==> config.mk <==
export PLATFORM = sky130hd
export DESIGN_NAME = sram_sp_access_ctrl_flat
export DESIGN_NICKNAME = d
export VERILOG_FILES = /design/src/rtl/sram_sp_access_ctrl_if.sv /design/src/rtl/sram_sp_access_ctrl.sv /design/src/flat_wrapper.sv
export SDC_FILE = /design/constraint.sdc
export NUM_CORES = 1
export LEC_CHECK = 0
export BUFFER_PORTS_ARGS = -buffer_cell sky130_fd_sc_hd__buf_2
export CAP_MARGIN = 15
export CORE_ASPECT_RATIO = 2
export CORE_MARGIN = 4
export CORE_UTILIZATION = 35
export DETAILED_ROUTE_END_ITERATION = 16
export PLACE_DENSITY_LB_ADDON = 0.3
export SETUP_SLACK_MARGIN = 0.3
export SLEW_MARGIN = 20
export SYNTH_ARGS = -nofsm -noshare
export SYNTH_HDL_FRONTEND = slang
export SYNTH_SLANG_ARGS = --single-unit
export TNS_END_PERCENT = 30
==> constraint.sdc <==
create_clock -name clock -period 22.9 [get_ports clock]
set_input_delay 2.29 -clock clock [delete_from_list [all_inputs] [get_ports clock]]
set_output_delay 2.29 -clock clock [all_outputs]
set_load 0.005 [all_outputs]
==> src/rtl/sram_sp_access_ctrl_if.sv <==
`default_nettype none
// ============================================================================
// Module   : sram_sp_access_ctrl_if
// Brief    : Request, response and macro-side bundle for sram_sp_access_ctrl.
// Revision : 1.0 - initial release
// ============================================================================
interface sram_sp_access_ctrl_if #(
  parameter int DATA_W = 128,
  parameter int ADDR_W = 4
) ();
  logic              wr_valid;
  logic              wr_ready;
  logic [ADDR_W-1:0] wr_addr;
  logic [DATA_W-1:0] wr_data;
  logic              rd_valid;
  logic              rd_ready;
  logic [ADDR_W-1:0] rd_addr;
  logic              resp_valid;
  logic              resp_ready;
  logic [DATA_W-1:0] resp_data;
  logic              init_done;
  logic              sram_ceb;
  logic              sram_web;
  logic [ADDR_W-1:0] sram_a;
  logic [DATA_W-1:0] sram_d;
  logic [DATA_W-1:0] sram_q;

  // Controller side.
  modport slave (
    input  wr_valid, wr_addr, wr_data, rd_valid, rd_addr, resp_ready, sram_q,
    output wr_ready, rd_ready, resp_valid, resp_data, init_done,
           sram_ceb, sram_web, sram_a, sram_d
  );

  // Requester plus macro side.
  modport master (
    output wr_valid, wr_addr, wr_data, rd_valid, rd_addr, resp_ready, sram_q,
    input  wr_ready, rd_ready, resp_valid, resp_data, init_done,
           sram_ceb, sram_web, sram_a, sram_d
  );
endinterface
`default_nettype wire

==> src/rtl/sram_sp_access_ctrl.sv <==
`default_nettype none
// ============================================================================
// Module   : sram_sp_access_ctrl
// Brief    : Single-port SRAM front end: write/read arbitration plus an in-order
//            response FIFO. Build option SRAM_ZERO_INIT_EN zero-fills the macro.
// Revision : 1.0 - initial release
// ============================================================================
module sram_sp_access_ctrl #(
  parameter int DATA_W     = 128,
  parameter int DEPTH      = 16,
  parameter int ADDR_W     = 4,
  parameter int RESP_DEPTH = 3,
  parameter bit WR_PRIO    = 1'b1
) (
  input wire                   clock,
  input wire                   reset_n,
  sram_sp_access_ctrl_if.slave bus
);

  localparam int               PTR_W      = $clog2(RESP_DEPTH);
  localparam int               OCC_W      = $clog2(RESP_DEPTH + 1);
  localparam logic [PTR_W-1:0] PTR_LAST   = PTR_W'(RESP_DEPTH - 1);
  localparam logic [OCC_W:0]   CREDIT_MAX = (OCC_W + 1)'(RESP_DEPTH);

  typedef enum logic [0:0] {
    ST_INIT = 1'b0,
    ST_RUN  = 1'b1
  } state_t;

  if (RESP_DEPTH < 2 || DEPTH < 1 || DEPTH > (1 << ADDR_W)) begin : g_param_check
    $error("sram_sp_access_ctrl: inconsistent DEPTH/ADDR_W/RESP_DEPTH");
  end

  state_t            state_q, state_d;
  logic [PTR_W-1:0]  head_q, head_d;
  logic [PTR_W-1:0]  tail_q, tail_d;
  logic [OCC_W-1:0]  occ_q, occ_d;
  logic              inflight_q, inflight_d;
  logic [DATA_W-1:0] resp_mem_q [RESP_DEPTH];

  logic              run;
  logic              credit_ok;
  logic [OCC_W:0]    committed;
  logic              wr_ready;
  logic              rd_ready;
  logic              wr_fire;
  logic              rd_fire;
  logic              capture;
  logic              pop;
  logic              init_active;
  logic              init_last;
  logic [ADDR_W-1:0] init_addr;

`ifdef SRAM_ZERO_INIT_EN
  localparam state_t            RESET_STATE = ST_INIT;
  localparam logic [ADDR_W-1:0] INIT_LAST   = ADDR_W'(DEPTH - 1);

  logic [ADDR_W-1:0] init_addr_q, init_addr_d;

  assign init_active = reset_n && (state_q == ST_INIT);
  assign init_last   = (init_addr_q == INIT_LAST);
  assign init_addr   = init_addr_q;

  always_comb begin
    init_addr_d = init_addr_q;
    if (init_active) begin
      init_addr_d = init_addr_q + ADDR_W'(1);
    end
  end

  always_ff @(posedge clock) begin
    if (!reset_n) begin
      init_addr_q <= '0;
    end else begin
      init_addr_q <= init_addr_d;
    end
  end
`else
  localparam state_t RESET_STATE = ST_RUN;

  assign init_active = 1'b0;
  assign init_last   = 1'b0;
  assign init_addr   = '0;
`endif

  // Requests are refused while reset is held so nothing reaches the macro.
  assign run       = reset_n && (state_q == ST_RUN);
  assign committed = {1'b0, occ_q} + {{OCC_W{1'b0}}, inflight_q};
  assign credit_ok = (committed < CREDIT_MAX);

  if (WR_PRIO) begin : g_wr_prio
    assign wr_ready = run;
    assign rd_ready = run && credit_ok && !bus.wr_valid;
  end else begin : g_rd_prio
    assign rd_ready = run && credit_ok;
    assign wr_ready = run && !(bus.rd_valid && credit_ok);
  end

  assign wr_fire = bus.wr_valid && wr_ready;
  assign rd_fire = bus.rd_valid && rd_ready;
  assign capture = inflight_q;
  assign pop     = bus.resp_valid && bus.resp_ready;

  assign bus.wr_ready   = wr_ready;
  assign bus.rd_ready   = rd_ready;
  assign bus.init_done  = run;
  assign bus.resp_valid = (occ_q != '0);
  assign bus.resp_data  = resp_mem_q[head_q];

  always_comb begin
    bus.sram_ceb = 1'b1;
    bus.sram_web = 1'b1;
    bus.sram_a   = '0;
    bus.sram_d   = '0;
    if (init_active) begin
      bus.sram_ceb = 1'b0;
      bus.sram_web = 1'b0;
      bus.sram_a   = init_addr;
    end else if (wr_fire) begin
      bus.sram_ceb = 1'b0;
      bus.sram_web = 1'b0;
      bus.sram_a   = bus.wr_addr;
      bus.sram_d   = bus.wr_data;
    end else if (rd_fire) begin
      bus.sram_ceb = 1'b0;
      bus.sram_a   = bus.rd_addr;
    end
  end

  function automatic logic [PTR_W-1:0] ptr_next(input logic [PTR_W-1:0] p);
    return (p == PTR_LAST) ? '0 : p + PTR_W'(1);
  endfunction

  // A new read may launch in the same cycle the previous one is captured.
  always_comb begin
    state_d    = state_q;
    inflight_d = rd_fire;
    head_d     = pop ? ptr_next(head_q) : head_q;
    tail_d     = capture ? ptr_next(tail_q) : tail_q;
    occ_d      = occ_q;
    case ({capture, pop})
      2'b10:   occ_d = occ_q + OCC_W'(1);
      2'b01:   occ_d = occ_q - OCC_W'(1);
      default: occ_d = occ_q;
    endcase
    if (init_active && init_last) begin
      state_d = ST_RUN;
    end
  end

  always_ff @(posedge clock) begin
    if (!reset_n) begin
      state_q    <= RESET_STATE;
      head_q     <= '0;
      tail_q     <= '0;
      occ_q      <= '0;
      inflight_q <= 1'b0;
    end else begin
      state_q    <= state_d;
      head_q     <= head_d;
      tail_q     <= tail_d;
      occ_q      <= occ_d;
      inflight_q <= inflight_d;
    end
  end

  always_ff @(posedge clock) begin
    if (capture) begin
      resp_mem_q[tail_q] <= bus.sram_q;
    end
  end

endmodule
`default_nettype wire
==> src/flat_wrapper.sv <==
// flat-port wrapper written by rule: the top's interface ports become plain ports
module sram_sp_access_ctrl_flat 
#(
  parameter int DATA_W     = 128,
  parameter int DEPTH      = 16,
  parameter int ADDR_W     = 4,
  parameter int RESP_DEPTH = 3,
  parameter bit WR_PRIO    = 1'b1
)
  (clock, reset_n, bus_wr_valid, bus_wr_addr, bus_wr_data, bus_rd_valid, bus_rd_addr, bus_resp_ready, bus_sram_q, bus_wr_ready, bus_rd_ready, bus_resp_valid, bus_resp_data, bus_init_done, bus_sram_ceb, bus_sram_web, bus_sram_a, bus_sram_d);
  sram_sp_access_ctrl_if #(.DATA_W(DATA_W), .ADDR_W(ADDR_W)) bus_i ();
  input wire clock;
  input wire reset_n;
  input wire logic [$bits(bus_i.wr_valid)-1:0] bus_wr_valid;
  input wire logic [$bits(bus_i.wr_addr)-1:0] bus_wr_addr;
  input wire logic [$bits(bus_i.wr_data)-1:0] bus_wr_data;
  input wire logic [$bits(bus_i.rd_valid)-1:0] bus_rd_valid;
  input wire logic [$bits(bus_i.rd_addr)-1:0] bus_rd_addr;
  input wire logic [$bits(bus_i.resp_ready)-1:0] bus_resp_ready;
  input wire logic [$bits(bus_i.sram_q)-1:0] bus_sram_q;
  output wire logic [$bits(bus_i.wr_ready)-1:0] bus_wr_ready;
  output wire logic [$bits(bus_i.rd_ready)-1:0] bus_rd_ready;
  output wire logic [$bits(bus_i.resp_valid)-1:0] bus_resp_valid;
  output wire logic [$bits(bus_i.resp_data)-1:0] bus_resp_data;
  output wire logic [$bits(bus_i.init_done)-1:0] bus_init_done;
  output wire logic [$bits(bus_i.sram_ceb)-1:0] bus_sram_ceb;
  output wire logic [$bits(bus_i.sram_web)-1:0] bus_sram_web;
  output wire logic [$bits(bus_i.sram_a)-1:0] bus_sram_a;
  output wire logic [$bits(bus_i.sram_d)-1:0] bus_sram_d;
  assign bus_i.wr_valid = bus_wr_valid;
  assign bus_i.wr_addr = bus_wr_addr;
  assign bus_i.wr_data = bus_wr_data;
  assign bus_i.rd_valid = bus_rd_valid;
  assign bus_i.rd_addr = bus_rd_addr;
  assign bus_i.resp_ready = bus_resp_ready;
  assign bus_i.sram_q = bus_sram_q;
  assign bus_wr_ready = bus_i.wr_ready;
  assign bus_rd_ready = bus_i.rd_ready;
  assign bus_resp_valid = bus_i.resp_valid;
  assign bus_resp_data = bus_i.resp_data;
  assign bus_init_done = bus_i.init_done;
  assign bus_sram_ceb = bus_i.sram_ceb;
  assign bus_sram_web = bus_i.sram_web;
  assign bus_sram_a = bus_i.sram_a;
  assign bus_sram_d = bus_i.sram_d;
  sram_sp_access_ctrl #(.DATA_W(DATA_W), .DEPTH(DEPTH), .ADDR_W(ADDR_W), .RESP_DEPTH(RESP_DEPTH), .WR_PRIO(WR_PRIO)) u_core (.clock(clock), .reset_n(reset_n), .bus(bus_i));
endmodule
==> metrics.txt, run 1 <==
# TYPE chip_impl_metric gauge
chip_impl_metric{name="post_synth.cell_area_avg",unit="um2"} 15.3
chip_impl_metric{name="finalSetupTns",unit="ps"} 0
chip_impl_metric{name="synth_largest_type_area_fraction",unit=""} 0.741
chip_impl_metric{name="synth_nets",unit=""} 1290
chip_impl_metric{name="cts_inserted_buffers",unit=""} 36
chip_impl_metric{name="htree_levels",unit=""} 2
chip_impl_metric{name="timing.final.crit_share",unit=""} 0.271
chip_impl_info{name="post-synth-top-count-cell",value="sky130_fd_sc_hd__edfxtp_1"} 1
chip_impl_metric{name="average_wire_per_standard_cell",unit="um"} 23.8
chip_impl_metric{name="seq_power_share",unit=""} 0.516
chip_impl_info{name="min-delay-path-class",value="flop to flop"} 1
chip_impl_metric{name="synth-async-reset-ratio",unit=""} 0
chip_impl_metric{name="antenna_found_initial",unit=""} 22
chip_impl_metric{name="die_area",unit="mm2"} 0.0481
chip_impl_metric{name="floorplan.initialDensity",unit=""} 0.353
chip_impl_metric{name="finalWirelength",unit="mm"} 50.5
chip_impl_metric{name="timing.reg2reg.setup_slack",unit="ps"} 20670
chip_impl_metric{name="reg2regPathDepth",unit=""} 4
chip_impl_info{name="netlist_top_cells_area",value="sky130_fd_sc_hd__edfxtp_1 (74%), sky130_fd_sc_hd__mux2i_1 (8.3%), sky130_fd_sc_hd__and3_1 (5.2%), sky130_fd_sc_hd__o21ai_0 (4.2%), sky130_fd_sc_hd__nand2_1 (3.2%)"} 1
chip_impl_metric{name="dp_cells",unit=""} 2044
chip_impl_metric{name="port_buffers",unit=""} 534
chip_impl_metric{name="power.internal",unit="uW"} 1220
chip_impl_metric{name="min_period",unit="ps"} 6200
chip_impl_metric{name="fmax",unit="MHz"} 161
chip_impl_info{name="start_kind",value="input pin"} 1
chip_impl_metric{name="worst_setup_hold_path_clk_slew",unit="ps"} 60
chip_impl_metric{name="hpwl",unit="mm"} 37.3
chip_impl_metric{name="power.ir.vdd_worst",unit="mV"} 0.0702
chip_impl_metric{name="synth-edff-count",unit=""} 384
chip_impl_metric{name="grt_start_max_net_pins",unit=""} 135
chip_impl_info{name="critPathCaptureType",value="output pin"} 1
chip_impl_metric{name="post_cts_buffers",unit=""} 0
chip_impl_metric{name="share_comb_of_total_power",unit=""} 0.104
chip_impl_metric{name="first_pass_iteration_count_of_the_detailed_router",unit=""} 5
chip_impl_metric{name="synthesis.area",unit="mm2"} 0.0156
chip_impl_metric{name="fin_nets",unit=""} 1799
chip_impl_metric{name="final-max-slew-violation-count",unit=""} 0
chip_impl_info{name="regToRegStartpoint",value="u_core.capture$_SDFF_PN0_"} 1
chip_impl_info{name="crit-reg2reg-capture",value="u_core.resp_mem_q[0][95]$_DFFE_PP_"} 1
chip_impl_metric{name="global_route.overflow_total",unit=""} 0
chip_impl_info{name="synthFlopType",value="sky130_fd_sc_hd__edfxtp_1"} 1
chip_impl_metric{name="clk-insertion-delay-late",unit="ps"} 530
chip_impl_metric{name="synth-seq-area-share",unit=""} 0.753
chip_impl_metric{name="pre_cts_ws",unit="ps"} 16720
chip_impl_info{name="hold_path_startpoint",value="u_core.head_q[0]$_SDFFE_PN0N_"} 1
chip_impl_metric{name="cts_hold_buffers",unit=""} 0
chip_impl_info{name="yosys-top-cells-count",value="sky130_fd_sc_hd__edfxtp_1 (384), sky130_fd_sc_hd__nand2_1 (131), sky130_fd_sc_hd__and3_1 (129), sky130_fd_sc_hd__mux2i_1 (129), sky130_fd_sc_hd__o21ai_0 (129)"} 1
chip_impl_metric{name="rows",unit=""} 109
chip_impl_metric{name="timing.critical_path.fanout_max",unit=""} 134
chip_impl_metric{name="routed-via-count",unit=""} 10500
chip_impl_metric{name="powerDensity",unit="mW/mm2"} 79.5
chip_impl_metric{name="max-slew-margin-rel",unit=""} 0.295
chip_impl_metric{name="layout.cells.non_filler",unit=""} 2122
chip_impl_metric{name="drive_above_1_share",unit=""} 0.388
chip_impl_metric{name="drcViolationCount",unit=""} 0
chip_impl_metric{name="worst_ep_required_time",unit="ps"} 20610
chip_impl_metric{name="finalSetupViolations",unit=""} 0
chip_impl_metric{name="worstHoldPathCells",unit=""} 2
chip_impl_metric{name="grt_pass1_wl",unit="mm"} 70.9
chip_impl_metric{name="worst-endpoint-arrival",unit="ps"} 3910
chip_impl_metric{name="clock-skew-final",unit="ps"} 25.6
chip_impl_metric{name="gpl.final_weighted_congestion",unit=""} 0.993
chip_impl_metric{name="max_cap_violations",unit=""} 0
chip_impl_metric{name="ios",unit=""} 535
chip_impl_metric{name="clock_path_buffers",unit=""} 3
chip_impl_metric{name="track_usage",unit=""} 0.201
chip_impl_metric{name="chipHeight",unit="um"} 306
chip_impl_info{name="cts_tree",value="built"} 1
chip_impl_metric{name="postLayoutCoreUtil",unit=""} 0.451
chip_impl_info{name="run_status",value="finished, final reports clean"} 1
chip_impl_info{name="rsz0062_at_grt",value="no"} 1
chip_impl_metric{name="ant_nets",unit=""} 0
chip_impl_metric{name="grt_pass1_vias",unit=""} 10900
chip_impl_metric{name="chip_width",unit="um"} 157
chip_impl_metric{name="switching_share",unit=""} 0.229
chip_impl_metric{name="flops_latches_synth",unit=""} 393
chip_impl_metric{name="yosysWarnings",unit=""} 0
chip_impl_metric{name="clkPwrFrac",unit=""} 0.380
chip_impl_metric{name="max_slew.worst_pin.slew",unit="ps"} 1060
chip_impl_metric{name="netlist_cell_types",unit=""} 26
chip_impl_metric{name="area.growth.synth_to_final",unit="%"} 27.6
chip_impl_metric{name="clock_sinks",unit=""} 393
chip_impl_info{name="yosys.area.top_type",value="sky130_fd_sc_hd__edfxtp_1"} 1
chip_impl_metric{name="synthCells",unit=""} 1018
chip_impl_info{name="clock_tree.root_cell",value="sky130_fd_sc_hd__clkbuf_16"} 1
chip_impl_metric{name="nFillCells",unit=""} 4017
chip_impl_metric{name="resized_cells_post_cts",unit=""} 0
chip_impl_metric{name="post-route-worst-setup-slack",unit="ps"} 16700
chip_impl_metric{name="core",unit="mm2"} 0.0441
chip_impl_info{name="criticalPathCategory",value="input pin to output pin"} 1
chip_impl_metric{name="finalHoldViolCount",unit=""} 0
chip_impl_metric{name="power_switching",unit="uW"} 361
chip_impl_metric{name="initialDrtViolationCount",unit=""} 624
chip_impl_metric{name="static_leakage_power",unit="uW"} 0.00778
chip_impl_metric{name="drt-vias-per-instance",unit=""} 4.96
## critical path, cell delays in order
cell	delay, ps
sky130_fd_sc_hd__buf_4	690
sky130_fd_sc_hd__nor3b_1	300
sky130_fd_sc_hd__and3_1	300
sky130_fd_sc_hd__a22o_1	170
sky130_fd_sc_hd__buf_2	120
## cells by family after synthesis
group | synth area share
muxes | 0.0830
DFF | 0.753
xor gates and xnor gates | 0.00113
adders and majority gates | 0.00241
buffers and inverters | 0.0262
and+or+nand+nor | 0.0889
AOI/OAI and AO/OA | 0.0455
## power groups by stage
stage / Clock (uW) / Sequential (uW) / Combinational, uW
final: 599 / 814 / 165
after global routing: 648 / 815 / 179
after CTS: 620 / 814 / 168
after detailed placement: 0 / 830 / 168
after global placement: 0 / 829 / 165
after floorplan: 0 / 822 / 85.2
## how the worst max path moves through the flow
stage	to	startpoint	slack (ps)	depth (start not counted)
floorplan	u_core.tail_q[0]$_SDFFE_PN0P_	u_core.capture$_SDFF_PN0_	12940	3
global placement	bus_sram_a[1]	reset_n	16790	5
detailed placement	bus_sram_a[0]	reset_n	16720	5
CTS	bus_sram_a[0]	reset_n	16720	5
global route	bus_sram_a[0]	reset_n	16490	5
finish	bus_sram_a[0]	reset_n	16700	5
## final cells by class
type / count / area (um2) / share of cell area
antenna: 12 / 30.0 / 0.00151
clock buffer: 45 / 977 / 0.0492
clock inverter: 21 / 198 / 0.00996
inverter: 4 / 15.0 / 0.000757
multi-input combinational: 547 / 3450 / 0.174
sequential: 393 / 11700 / 0.590
tap: 555 / 694 / 0.0350
timing repair buffer: 545 / 2760 / 0.139
## flip-flops by register name (all words and copies together) (netlist names), named ones only
signal / cells
u_core.occ_q: 2
u_core.capture: 1
u_core.head_q: 2
u_core.tail_q: 2
u_core.resp_mem_q: 384
## through the flow
| stage | cell area, um2 | hold WS (ps) | total power [uW] |
|---|---|---|---|
| after global placement | 18600 | 453 | 994 |
| after CTS | 19800 | 481 | 1600 |
| final | 19800 | 480 | 1580 |
| after global routing | 19800 | 546 | 1640 |
| after floorplan | 15600 | 454 | 907 |
| after detailed placement | 18600 | 472 | 997 |
## metal layers
layer  GRT usage  routed length, um
met1       0.188              15800
met4       0.107               2920
met5           0                152
met3      0.0736               4710
met2       0.371              27000
## layout by cell type (no fill, tap or decap), drive strengths merged, types with 3 or more instances in the layout
master and instances:
ha 3, clkinv 14, dfxtp 9, a21oi 3, o21ai 130, and3 129, buf 545, edfxtp 384
diode 12, inv 5, clkinvlp 3, mux2i 129, bufinv 3, nor2 5, a22o 4, nand2 131
clkbuf 45
Power figures use the tool's default switching activity.
==> run 2, diff against run 1 <==
==> constraint.sdc (replaced) <==
create_clock -name clock -period 5.2 [get_ports clock]
set_input_delay 0.52 -clock clock [delete_from_list [all_inputs] [get_ports clock]]
set_output_delay 0.52 -clock clock [all_outputs]
set_load 0.005 [all_outputs]
==> metrics.txt, run 2 (same netlist as run 1, synthesis figures left out) <==
# TYPE chip_impl_metric gauge
chip_impl_info{name="criticalPathCategory",value="flop to output pin"} 1
chip_impl_metric{name="timing.final.crit_share",unit=""} 0.597
chip_impl_info{name="start_kind",value="flop"} 1
chip_impl_metric{name="initialDrtViolationCount",unit=""} 622
chip_impl_metric{name="finalPower",unit="uW"} 6890
chip_impl_metric{name="area.growth.synth_to_final",unit="%"} 27.7
chip_impl_metric{name="finalSetupTns",unit="ps"} 0
chip_impl_info{name="run_status",value="finished, final reports clean"} 1
chip_impl_metric{name="die_area",unit="mm2"} 0.0481
chip_impl_metric{name="power.ir.vdd_worst",unit="mV"} 0.251
chip_impl_metric{name="worst_ep_required_time",unit="ps"} 4680
chip_impl_metric{name="max_slew.worst_pin.slew",unit="ps"} 1030
chip_impl_metric{name="post_cts_buffers",unit=""} 0
chip_impl_metric{name="average_wire_per_standard_cell",unit="um"} 23.8
chip_impl_metric{name="share_comb_of_total_power",unit=""} 0.107
chip_impl_metric{name="critPathMaxStageDelay",unit="ps"} 840
chip_impl_metric{name="detailroute.wirelength.met3",unit="mm"} 4.21
chip_impl_info{name="critical-path-slowest-cell",value="sky130_fd_sc_hd__dfxtp_4"} 1
chip_impl_metric{name="ios",unit=""} 535
chip_impl_info{name="cts_tree",value="built"} 1
chip_impl_metric{name="pre_cts_ws",unit="ps"} 2580
chip_impl_info{name="clock_tree.root_cell",value="sky130_fd_sc_hd__clkbuf_16"} 1
chip_impl_metric{name="cts_hold_buffers",unit=""} 0
chip_impl_metric{name="clock_path_buffers",unit=""} 3
chip_impl_info{name="critPathCaptureType",value="output pin"} 1
chip_impl_metric{name="final-max-slew-violation-count",unit=""} 0
chip_impl_metric{name="chip_width",unit="um"} 157
chip_impl_metric{name="finalWirelength",unit="mm"} 50.8
chip_impl_metric{name="route.layer.met1.wl",unit="mm"} 18.9
chip_impl_metric{name="fin_nets",unit=""} 1798
chip_impl_metric{name="nFillCells",unit=""} 3987
chip_impl_info{name="worst_path_cell_chain",value="buf_4 > mux2i_1 > o21ai_0 > buf_2"} 1
chip_impl_metric{name="grt_pass1_wl",unit="mm"} 70.7
chip_impl_metric{name="worst-endpoint-arrival",unit="ps"} 2590
chip_impl_metric{name="max_cap_violations",unit=""} 0
chip_impl_metric{name="core",unit="mm2"} 0.0441
chip_impl_metric{name="powerDensity",unit="mW/mm2"} 347
chip_impl_info{name="most_frequent_cells_in_the_layout",value="sky130_fd_sc_hd__buf_2 (532), sky130_fd_sc_hd__edfxtp_1 (384), sky130_fd_sc_hd__nand2_1 (131)"} 1
chip_impl_metric{name="resized_cells_post_cts",unit=""} 0
chip_impl_metric{name="worstHoldPathCells",unit=""} 1
chip_impl_metric{name="drcViolationCount",unit=""} 0
chip_impl_metric{name="ant_nets",unit=""} 0
chip_impl_metric{name="antenna_found_initial",unit=""} 27
chip_impl_metric{name="rows",unit=""} 109
chip_impl_metric{name="timing.critical_path.fanout_max",unit=""} 40
chip_impl_info{name="min-delay-path-class",value="input pin to flop"} 1
chip_impl_metric{name="routed-via-count",unit=""} 10500
chip_impl_metric{name="seq_power_share",unit=""} 0.518
chip_impl_metric{name="drt-vias-per-instance",unit=""} 4.91
chip_impl_metric{name="clock_sinks",unit=""} 393
chip_impl_metric{name="clock-skew-final",unit="ps"} 19.2
chip_impl_metric{name="finalHoldViolCount",unit=""} 0
chip_impl_metric{name="route.met2.wl",unit="mm"} 25.0
chip_impl_metric{name="htree_levels",unit=""} 2
chip_impl_metric{name="fmax",unit="MHz"} 322
chip_impl_info{name="top_register",value="u_core.resp_mem_q"} 1
chip_impl_metric{name="largest_register_ff_count",unit=""} 384
chip_impl_metric{name="cts_inserted_buffers",unit=""} 36
chip_impl_metric{name="reg2regPathDepth",unit=""} 3
chip_impl_metric{name="track_usage",unit=""} 0.202
chip_impl_metric{name="port_buffers",unit=""} 534
chip_impl_metric{name="drive_above_1_share",unit=""} 0.386
chip_impl_metric{name="global_route.overflow_total",unit=""} 0
chip_impl_metric{name="max-slew-margin-rel",unit=""} 0.314
chip_impl_metric{name="power_switching",unit="uW"} 1590
chip_impl_metric{name="floorplan.initialDensity",unit=""} 0.353
chip_impl_metric{name="power.internal",unit="uW"} 5310
chip_impl_metric{name="gpl.final_weighted_congestion",unit=""} 0.905
chip_impl_metric{name="switching_share",unit=""} 0.230
chip_impl_metric{name="grt_start_max_net_pins",unit=""} 148
chip_impl_metric{name="worst_setup_hold_path_clk_slew",unit="ps"} 70
chip_impl_info{name="most_common_cell_after_layout_fill_and_taps_aside",value="sky130_fd_sc_hd__buf_2"} 1
chip_impl_metric{name="clk-insertion-delay-late",unit="ps"} 530
chip_impl_metric{name="seqCellArea",unit="mm2"} 0.0117
chip_impl_metric{name="static_leakage_power",unit="uW"} 0.00776
chip_impl_metric{name="post-route-worst-setup-slack",unit="ps"} 2090
chip_impl_metric{name="finalSetupViolations",unit=""} 0
chip_impl_info{name="rsz0062_at_grt",value="no"} 1
chip_impl_metric{name="clkPwrFrac",unit=""} 0.375
chip_impl_info{name="maxUsedRoutingLayer",value="met4"} 1
chip_impl_metric{name="multi_input_area",unit="mm2"} 0.00346
chip_impl_metric{name="first_pass_iteration_count_of_the_detailed_router",unit=""} 5
chip_impl_metric{name="hpwl",unit="mm"} 37.1
chip_impl_metric{name="grt_pass1_vias",unit=""} 10800
chip_impl_metric{name="min_period",unit="ps"} 3110
chip_impl_metric{name="chipHeight",unit="um"} 306
[run 2: changes by cell type in the layout (fill, tap and decap cells not counted), sizes merged]
| cell | delta |
|---|---|
| clkinv | -1 |
| inv | +2 |
| diode | +13 |
| clkbuf | -1 |
| buf | -1 |
| clkinvlp | -1 |
[run 2: path summary, 6_finish.rpt]
| check | to | slack, ps | startpoint |
|---|---|---|---|
| hold / removal | u_core.resp_mem_q[0][67]$_DFFE_PP_ | 190 | bus_sram_q[67] |
| setup / recovery | bus_resp_data[96] | 2090 | flop |
| setup reg to reg | u_core.resp_mem_q[0][103]$_DFFE_PP_ | 3060 | u_core.capture$_SDFF_PN0_ |
| hold reg to reg | u_core.head_q[0]$_SDFFE_PN0N_ | 510 | u_core.head_q[0]$_SDFFE_PN0N_ |
[run 2: routing by layer]
metal | global-route usage | vias up
li1 | - | 4861
met4 | 0.116 | 0
met2 | 0.336 | 497
met1 | 0.237 | 5034
met3 | 0.0513 | 87
met5 | 0 | -
[run 2: metrics by stage]
stage,utilization,instance area [um2],hold slack [ps],std cells
after CTS,0.450,19800,152,2108
after floorplan,-,15600,454,1018
after detailed placement,0.424,18700,498,2043
after global placement,0.424,18700,492,2043
final,0.451,19900,186,2133
after global routing,0.451,19900,163,2129
[run 2: power by group through the flow]
| stage | logic [uW] | registers, uW | clock network, uW |
|---|---|---|---|
| 2_1_floorplan | 375 | 3610 | 0 |
| 3_3_place_gp | 736 | 3640 | 0 |
| 3_5_place_dp | 745 | 3640 | 0 |
| 4_1_cts | 748 | 3570 | 2650 |
| 5_1_grt | 803 | 3580 | 2780 |
| 6_report | 735 | 3570 | 2580 |
[run 2: layout make-up]
cell class,instances,share of cell area
inverters,4,0.000756
flip-flops and latches,393,0.590
repair buffers,544,0.140
clock inverters,21,0.0106
diodes,25,0.00315
well taps,555,0.0349
clock buffers,44,0.0469
multi-input cells,547,0.174
[run 2: critical path, delay by kind of cell, from the launching register on]
family          cells  cell delay [ps]
compound gates      1              300
buf+inv             2              730
flops               1              840
mux                 1              130
